[src/rtl/seg_scan_driver.sv]
// seg_scan_driver: multiplexed common-anode seven-segment scan driver.
// Scans NUM_DIGITS digits from a shadow register that is only updated at
// frame wrap, so a load never tears a frame. Supports per-digit blink,
// decimal points and global blanking. All anode/cathode outputs are registered.
// Optional build macro: LEADING_ZERO_BLANK_EN (suppress leading zero digits).
module seg_scan_driver #(
  parameter int NUM_DIGITS   = 8,
  parameter int PRESCALE     = 4,
  parameter int BLINK_FRAMES = 64
) (
  input  logic                    clk,
  input  logic                    rst,
  input  logic [4*NUM_DIGITS-1:0] digits_in,
  input  logic [NUM_DIGITS-1:0]   dp_in,
  input  logic [NUM_DIGITS-1:0]   blink_mask,
  input  logic                    load,
  input  logic                    enable,
  output logic [NUM_DIGITS-1:0]   A,
  output logic [7:0]              C,
  output logic                    frame_done,
  output logic                    load_pending
);

  localparam int PW = (PRESCALE > 1) ? $clog2(PRESCALE) : 1;
  localparam int IW = $clog2(NUM_DIGITS);
  localparam int FW = (BLINK_FRAMES > 1) ? $clog2(BLINK_FRAMES) : 1;
  localparam logic [PW-1:0] PRESC_LAST = PW'(PRESCALE - 1);
  localparam logic [IW-1:0] IDX_LAST   = IW'(NUM_DIGITS - 1);
  localparam logic [FW-1:0] FRAME_LAST = FW'(BLINK_FRAMES - 1);

  logic [PW-1:0]           presc_q, presc_d;
  logic [IW-1:0]           idx_q, idx_d;
  logic [FW-1:0]           frame_q, frame_d;
  logic                    blink_q, blink_d;
  logic                    pending_q, pending_d;
  logic [4*NUM_DIGITS-1:0] stage_dig_q, shadow_dig_q, shadow_dig_d;
  logic [NUM_DIGITS-1:0]   stage_dp_q, shadow_dp_q, shadow_dp_d;
  logic                    step, wrap, commit;
  logic [3:0]              cur_code;
  logic                    cur_dp;
  logic                    dark, lz_blank;
  logic [NUM_DIGITS-1:0]   a_d;
  logic [7:0]              c_d;
`ifdef LEADING_ZERO_BLANK_EN
  logic [IW-1:0]           msd;
`endif

  // Active-low segment pattern g..a for one BCD code; dp handled separately.
  function automatic logic [6:0] seg_decode(input logic [3:0] code);
    case (code)
      4'd0:    seg_decode = 7'h40;
      4'd1:    seg_decode = 7'h79;
      4'd2:    seg_decode = 7'h24;
      4'd3:    seg_decode = 7'h30;
      4'd4:    seg_decode = 7'h19;
      4'd5:    seg_decode = 7'h12;
      4'd6:    seg_decode = 7'h02;
      4'd7:    seg_decode = 7'h78;
      4'd8:    seg_decode = 7'h00;
      4'd9:    seg_decode = 7'h10;
      4'd10:   seg_decode = 7'h3F;
      default: seg_decode = 7'h7F;
    endcase
  endfunction

  // Next-state for scan counters, blink phase and the stage/shadow handoff.
  // A/C are driven from the *next* index and shadow, so the pins change on
  // the same edge the index does and a fresh frame starts with fresh data.
  always_comb begin
    step    = (presc_q == PRESC_LAST);
    wrap    = step && (idx_q == IDX_LAST);
    presc_d = step ? '0 : presc_q + PW'(1);
    idx_d   = idx_q;
    if (wrap)      idx_d = '0;
    else if (step) idx_d = idx_q + IW'(1);

    frame_d = frame_q;
    blink_d = blink_q;
    if (wrap) begin
      if (frame_q == FRAME_LAST) begin
        frame_d = '0;
        blink_d = ~blink_q;
      end else begin
        frame_d = frame_q + FW'(1);
      end
    end

    // A load on the wrap cycle stages new data; the old staged data (if any)
    // still commits on this wrap and the new data waits for the next one.
    commit       = wrap && pending_q;
    shadow_dig_d = commit ? stage_dig_q : shadow_dig_q;
    shadow_dp_d  = commit ? stage_dp_q  : shadow_dp_q;
    pending_d    = load | (pending_q & ~wrap);
  end

  // Pixel for the digit that becomes active on the coming edge.
  always_comb begin
    cur_code = shadow_dig_d[{idx_d, 2'b00} +: 4];
    cur_dp   = shadow_dp_d[idx_d];
    dark     = blink_d && blink_mask[idx_d];
`ifdef LEADING_ZERO_BLANK_EN
    msd = '0;
    for (int unsigned i = 0; i < NUM_DIGITS; i++) begin
      if (shadow_dig_d[4*i +: 4] != 4'd0) msd = IW'(i);
    end
    lz_blank = (idx_d > msd) && (cur_code == 4'd0) && !cur_dp;
`else
    lz_blank = 1'b0;
`endif
    a_d = '1;
    c_d = '1;
    if (enable && !dark) begin
      a_d = ~(NUM_DIGITS'(1) << idx_d);
      if (!lz_blank) c_d = {~cur_dp, seg_decode(cur_code)};
    end
  end

  // Scan counters, blink phase, staging and shadow registers.
  always_ff @(posedge clk or negedge rst) begin
    if (!rst) begin
      presc_q      <= '0;
      idx_q        <= '0;
      frame_q      <= '0;
      blink_q      <= 1'b0;
      pending_q    <= 1'b0;
      stage_dig_q  <= '0;
      stage_dp_q   <= '0;
      shadow_dig_q <= '0;
      shadow_dp_q  <= '0;
    end else begin
      presc_q      <= presc_d;
      idx_q        <= idx_d;
      frame_q      <= frame_d;
      blink_q      <= blink_d;
      pending_q    <= pending_d;
      shadow_dig_q <= shadow_dig_d;
      shadow_dp_q  <= shadow_dp_d;
      if (load) begin
        stage_dig_q <= digits_in;
        stage_dp_q  <= dp_in;
      end
    end
  end

  // Registered pin drivers and frame wrap pulse.
  always_ff @(posedge clk or negedge rst) begin
    if (!rst) begin
      A          <= '1;
      C          <= '1;
      frame_done <= 1'b0;
    end else begin
      A          <= a_d;
      C          <= c_d;
      frame_done <= wrap;
    end
  end

  assign load_pending = pending_q;

endmodule
[config.mk]
export PLATFORM = sky130hd
export DESIGN_NAME = seg_scan_driver
export DESIGN_NICKNAME = d
export VERILOG_FILES = /design/src/rtl/seg_scan_driver.sv
export SDC_FILE = /design/constraint.sdc
export NUM_CORES = 1
export LEC_CHECK = 0
export ABC_AREA = 1
export BUFFER_PORTS_ARGS = -buffer_cell sky130_fd_sc_hd__buf_4
export CAP_MARGIN = 30
export CORE_MARGIN = 2
export CORE_UTILIZATION = 45
export CTS_BUF_LIST = sky130_fd_sc_hd__clkbuf_16
export CTS_CLUSTER_SIZE = 10
export DETAILED_ROUTE_END_ITERATION = 7
export PLACE_DENSITY_LB_ADDON = 0.15
export REMOVE_ABC_BUFFERS = 1
export SLEW_MARGIN = 20
export SYNTH_ARGS = -nofsm -noshare
export SYNTH_HDL_FRONTEND = slang
export SYNTH_SLANG_ARGS = --single-unit
[constraint.sdc]
create_clock -name clk -period 2.8 [get_ports clk]
set_input_delay 0.14 -clock clk [delete_from_list [all_inputs] [get_ports clk]]
set_output_delay 0.14 -clock clk [all_outputs]
set_load 0.01 [all_outputs]
=== Yosys cells after proc, flatten, opt, wreduce, memory -nomap -nowiden ===
Memories as Yosys holds them, arrays and structs flattened.
Cells that the tools add are included.

* Register bits after elaboration: 110
* Output and inout port bits: 18
* ROM bits: 112
* Memories: 1
* Bits in writable memories: 0
* Bits of input ports: 52
* Bits in latches: 0

* Mux-type cells: 14
* Shift operators: 2
* Eq/ne operators: 3
* Order comparisons: 1
* Reduce and logical (&&, ||, !) cells: 5
* Add/sub/neg operators: 3
* Div/mod/pow operators: 0
* Multiply operators: 0
* Bitwise gates (word level): 6

{| class="wikitable"
|+ Memory list
! name !! depth !! width !! read ports !! clocked after memory_dff !! write ports !! line !! source
|-
| (name not given) || 16 || 7 || 1 || 0 || 0 || 50 || <nowiki>case (code)</nowiki>
|}

{| class="wikitable"
|+ Operators by type and width
! operator !! count
|-
| 32-bit two-way mux || 1
|-
| 32-bit by 6-bit variable part select with 4-bit output || 1
|-
| 8-bit two-way mux || 3
|-
| 8-bit NOT || 1
|-
| 1-bit by 3-bit left shift with 8-bit output (first input constant) || 1
|-
| 6-bit by 1-bit adder with 6-bit output (second input constant) || 1
|-
| 1-bit binary-select mux with 3-bit select || 2
|-
| 6-bit == test (second input constant) || 1
|-
| 3-bit two-way mux || 2
|-
| 6-bit two-way mux || 1
|-
| 1-bit logical AND || 4
|-
| 3-bit by 4-bit < comparator with 1-bit output (second input constant) || 1
|-
| 1-bit two-way mux || 4
|-
| 3-bit by 1-bit adder with 3-bit output (second input constant) || 1
|-
| 3-bit == test (second input constant) || 1
|-
| 1-bit NOT || 3
|-
| 2-bit by 1-bit adder with 2-bit output (second input constant) || 1
|-
| 2-bit == test (second input constant) || 1
|-
| 2-bit two-way mux || 1
|-
| 1-bit AND || 1
|-
| 1-bit zero test || 1
|-
| 1-bit OR || 1
|}

=== Logic depth before layout (Yosys ltp) ===
* Depth in word-level cells: 9
* Depth in mapped cells: 18
* Mapped depth without buffers: 16

=== Least setup slack after synthesis ===
No wires, ideal clock.

* Path kind: flip-flop to flip-flop
* Start: register idx_q[0]
* End: register C[5]
* Path slack: 0.466 ns
* Required time: 2.717 ns
* Buffers on the path: 3
* Stages on the path, launching flop included: 19
* Arrival: 2.251 ns
* Cells stage by stage: dfrtp_1 ha_1 ha_1 buf_4 nand3_4 buf_6 buf_6 nand2_1 nand2_1 nor2_1 nor2_1 nand3_1 nand2_2 inv_1 ha_1 inv_1 nand3_1 nand3_1 nand3_1

* Longest elaborated chain between the ends: 9

{| class="wikitable"
|+ Ends and longest elaborated chain
! what !! line !! source
|-
| from (decl) || 32 || <nowiki>logic [IW-1:0] idx_q, idx_d;</nowiki>
|-
| from (signal assigned) || 132 || <nowiki>idx_q <= idx_d;</nowiki>
|-
| parallel branches: the longest is 8 deep, another holds memory 16 x 7 bit || n/a ||
|-
| 8-bit two-way mux * || 112 || <nowiki>if (enable && !dark) begin</nowiki>
|-
| via c_d[5] || 43 || <nowiki>logic [7:0] c_d;</nowiki>
|-
| to (signal assigned) || 149 || <nowiki>C <= '1;</nowiki>
|-
| to (signal assigned) || 153 || <nowiki>C <= c_d;</nowiki>
|-
| to (decl) || 19 || <nowiki>output logic [7:0] C,</nowiki>
|}

Mark *: on every way through the listed nets, which the timed path passes. The select of a mux whose other input is x is not followed.
A chain may end at the register's enable or synchronous reset.

=== Worst setup path after layout ===
* Start: register idx_q[0]
* End: register C[0]

Same word-level chain as after synthesis.

==> impl_metrics.yaml <==
pwr:
  leakage_nw: 3.32
  power_density_mw_per_mm2: 525
  vdd_ir_drop_max_mv: 0.418
sta:
  timing.fmax_mhz: 396
  setup_slack_ns: 0.275
  finalHoldViolCount: 0
  headroom_to_the_max_slew_limit: 0.431
  post-route-period-util: 0.902
  worstMarginPinSlew_ns: 0.853
  post-route-min-period_ns: 2.53
  finalHoldWorstSlack_ns: 0.00930
  fin_skew_ns: 0.00560
  rsz0062_at_grt: "false"
  fin_tns_setup_ns: 0
  timing_max_transition_violations_final: 0
  setup_viol: 0
floorplanning:
  floorplan.core_area_mm2: 0.0113
  chipWidth_um: 111
  initial_utilization: 0.456
  ioPinCount: 70
  floorplan_row_count: 39
  dieArea_mm2: 0.0123
  die_h_um: 111
synthesis:
  post_synth.cell_area_avg_um2: 8.63
  synth_area_mm2: 0.00516
  ys_warn_count: 0
  synth_sequential_area_ratio: 0.537
  synth_cell_types: 33
  synthesis.instances: 598
  post_synthesis_register_bit_count: 110
placed_design:
  post-place-cells: 798
  gp_routability_congestion: 0.821
  hpwl_after_detailed_placement_mm: 7.66
  place.port_buffers: 69
  post-place-ws_ns: 0.0492
worst_hold_path:
  timing.hold.worst_endpoint: "stage_dp_q[7]"
  worst_hold_path_type: "input port to register"
  whs_path_depth: 3
  hold_start: "dp_in[7]"
worst_setup_path:
  cp-start-kind: "register"
  worst-path-max-fanout: 10
  max_stage_delay_ns: 0.43
  timing.critical_path.arrival_ns: 2.78
  setup.worst_path.end_class: "register"
  critPathTopFamily: "simple AND/OR/NAND/NOR gates"
  worst_r2r_endpoint: "C[0]"
  crit_type: "register to register"
  timing.rr.start: "idx_q[0]"
  timing.reg2reg.worst_path_depth: 14
  crit_path_top_delay_cell: "dfrtp_1"
  setup.reg_to_reg.worst_slack_ns: 0.27
  critical_path_required_ns: 3.05
  total_buffers_and_inverters_traversed_by_the_critical_path: 1
  critical_path_cell_sequence: "ha_1, ha_4, nand2_4, nor2_2, buf_4, nand2_1, nand2_1, nor2_1, nor2_1, nand3_2, nand2_4, nand2_2, nand2_2, nand3_1"
grt:
  grt_max_degree: 72
  first_global_vias: 3958
  overflow: 0
  grtUsageTotal: 0.190
  grt_first_pass_wirelength_mm: 19.0
  antenna_violations_before_repair: 0
clock_network:
  cts_root_buffer: "clkbuf_16"
  cts.reportedPaths.clkPinSlew_ns: 0.07
  cts_inserted_buffers: 9
  cts_sinks: 110
  maximum_buffer_depth_of_the_clock_tree: 2
  cts_h_tree_lvls: 3
  clock_tree_from_tritoncts: "done"
  clk-insertion-delay-late_ns: 0.34
layout:
  layout.cells.most_common_list: "163 x nand2_1, 110 x inv_1, 94 x dfrtp_1"
  antennaDiodeCount: 0
  layout_commonest_cell: "nand2_1"
  area.growth.synth_to_final_pct: 21.0
  final-instance-count-excl-fill: 832
  design.final.nets: 745
  drive_gt1_frac: 0.222
detailed_routing:
  remaining_drc_errors: 0
  antenna_violating_nets_post_route: 0
  detail_route.vias_per_cell: 4.73
  drt-total-wl_mm: 11.0
  detail_route.wl_per_cell_um: 13.2
  detail_route.first_pass.iterations: 4
  vias: 3937
  drt_iter0_markers: 186
run_status:
  outcome: "completed"
flow_run:
  drv_cap: 0
==> state kept, by name, summed over array words and instances, names as in the netlist <==
signal,count
frame_done,1
stage_dp_q,8
A,8
load_pending,1
presc_q,2
idx_q,3
C,8
shadow_dp_q,8
frame_q,6
stage_dig_q,32
blink_q,1
shadow_dig_q,32
==> worst reg2reg max path, delay by kind of cell (launching register included) <==
kind / cells / cell delay [ns]
flops: 1 / 0.43
simple gates: 11 / 1.37
buf+inv: 1 / 0.19
fa+ha+maj: 2 / 0.44
==> cells in the mapped netlist, drive strengths merged <==
cell    count  share of area
nand2     175           0.14
inv       108          0.079
dfrtp      94           0.46
o21ai      60          0.065
nor2       42          0.033
nand3      40          0.047
dfstp      16          0.081
buf        11          0.023
clkbuf     10         0.0075
mux2       10          0.022
ha          9          0.022
nand4       7         0.0085
o22ai       4         0.0049
and2        2         0.0024
nor3        2         0.0019
or2         2         0.0024
xor2        2         0.0034
a21oi       1        0.00097
a31oi       1         0.0012
o21bai      1         0.0015
xnor2       1         0.0017
==> logic make-up after synthesis <==
family,count (synthesis),synth area share
flops,110,0.537
compound gates,67,0.0732
buf+inv,129,0.109
mux,10,0.0218
fa+ha+maj,9,0.0218
simple gates,270,0.232
xor+xnor,3,0.00509
==> worst max path at each step <==
stage	from	depth (start not counted)	slack (ns)	to
finish	idx_q[0]	14	0.27	C[0]
global placement	idx_q[0]	14	0.21	C[0]
CTS	idx_q[0]	16	0.02	C[5]
floorplan	idx_q[0]	14	0.21	C[5]
detailed placement	idx_q[0]	16	0.05	C[5]
global route	idx_q[0]	16	0.06	C[5]
==> final cells by class <==
cell class / count / area (µm²)
Tap cell: 143 / 179
Multi-Input combinational cell: 360 / 1860
Clock inverter: 7 / 28.8
Timing Repair Buffer: 95 / 776
Inverter: 108 / 405
Clock buffer: 9 / 225
Sequential cell: 110 / 2770
Fill cell: 1063 / 5080
==> layer usage <==
| layer | up-vias | global-route usage | part of all wire |
|---|---|---|---|
| met5 | - | 0 | 0 |
| met1 | 1858 | 0.254 | 0.47 |
| li1 | 1996 | - | - |
| met2 | 66 | 0.313 | 0.48 |
| met4 | 0 | 0.0708 | 0.023 |
| met3 | 17 | 0.0323 | 0.033 |
==> what timing repair did <==
item | 4_1_cts | 5_1_grt
hold buffers | 15 | 0
setup buffers | 0 | 2
resized for setup | 0 | 5
setup endpoints to repair | 0 | 7
endpoints found under the hold margin | 65 | 0
==> metrics by stage <==
stage | util | power [mW] | area (µm²)
2_1_floorplan | - | 1.99 | 5000
3_3_place_gp | 0.512 | 2.16 | 5790
3_5_place_dp | 0.512 | 2.18 | 5790
4_1_cts | 0.547 | 3.32 | 6200
5_1_grt | 0.552 | 3.45 | 6240
6_report | 0.552 | 3.28 | 6240
==> power by group <==
group,total [mW],internal (mW),switching (mW)
combinational,0.405,0.175,0.230
sequential,1.75,1.72,0.0368
clock,1.12,0.585,0.537
total,3.28,2.48,0.803
No activity file was read; power rests on OpenSTA's default activity.
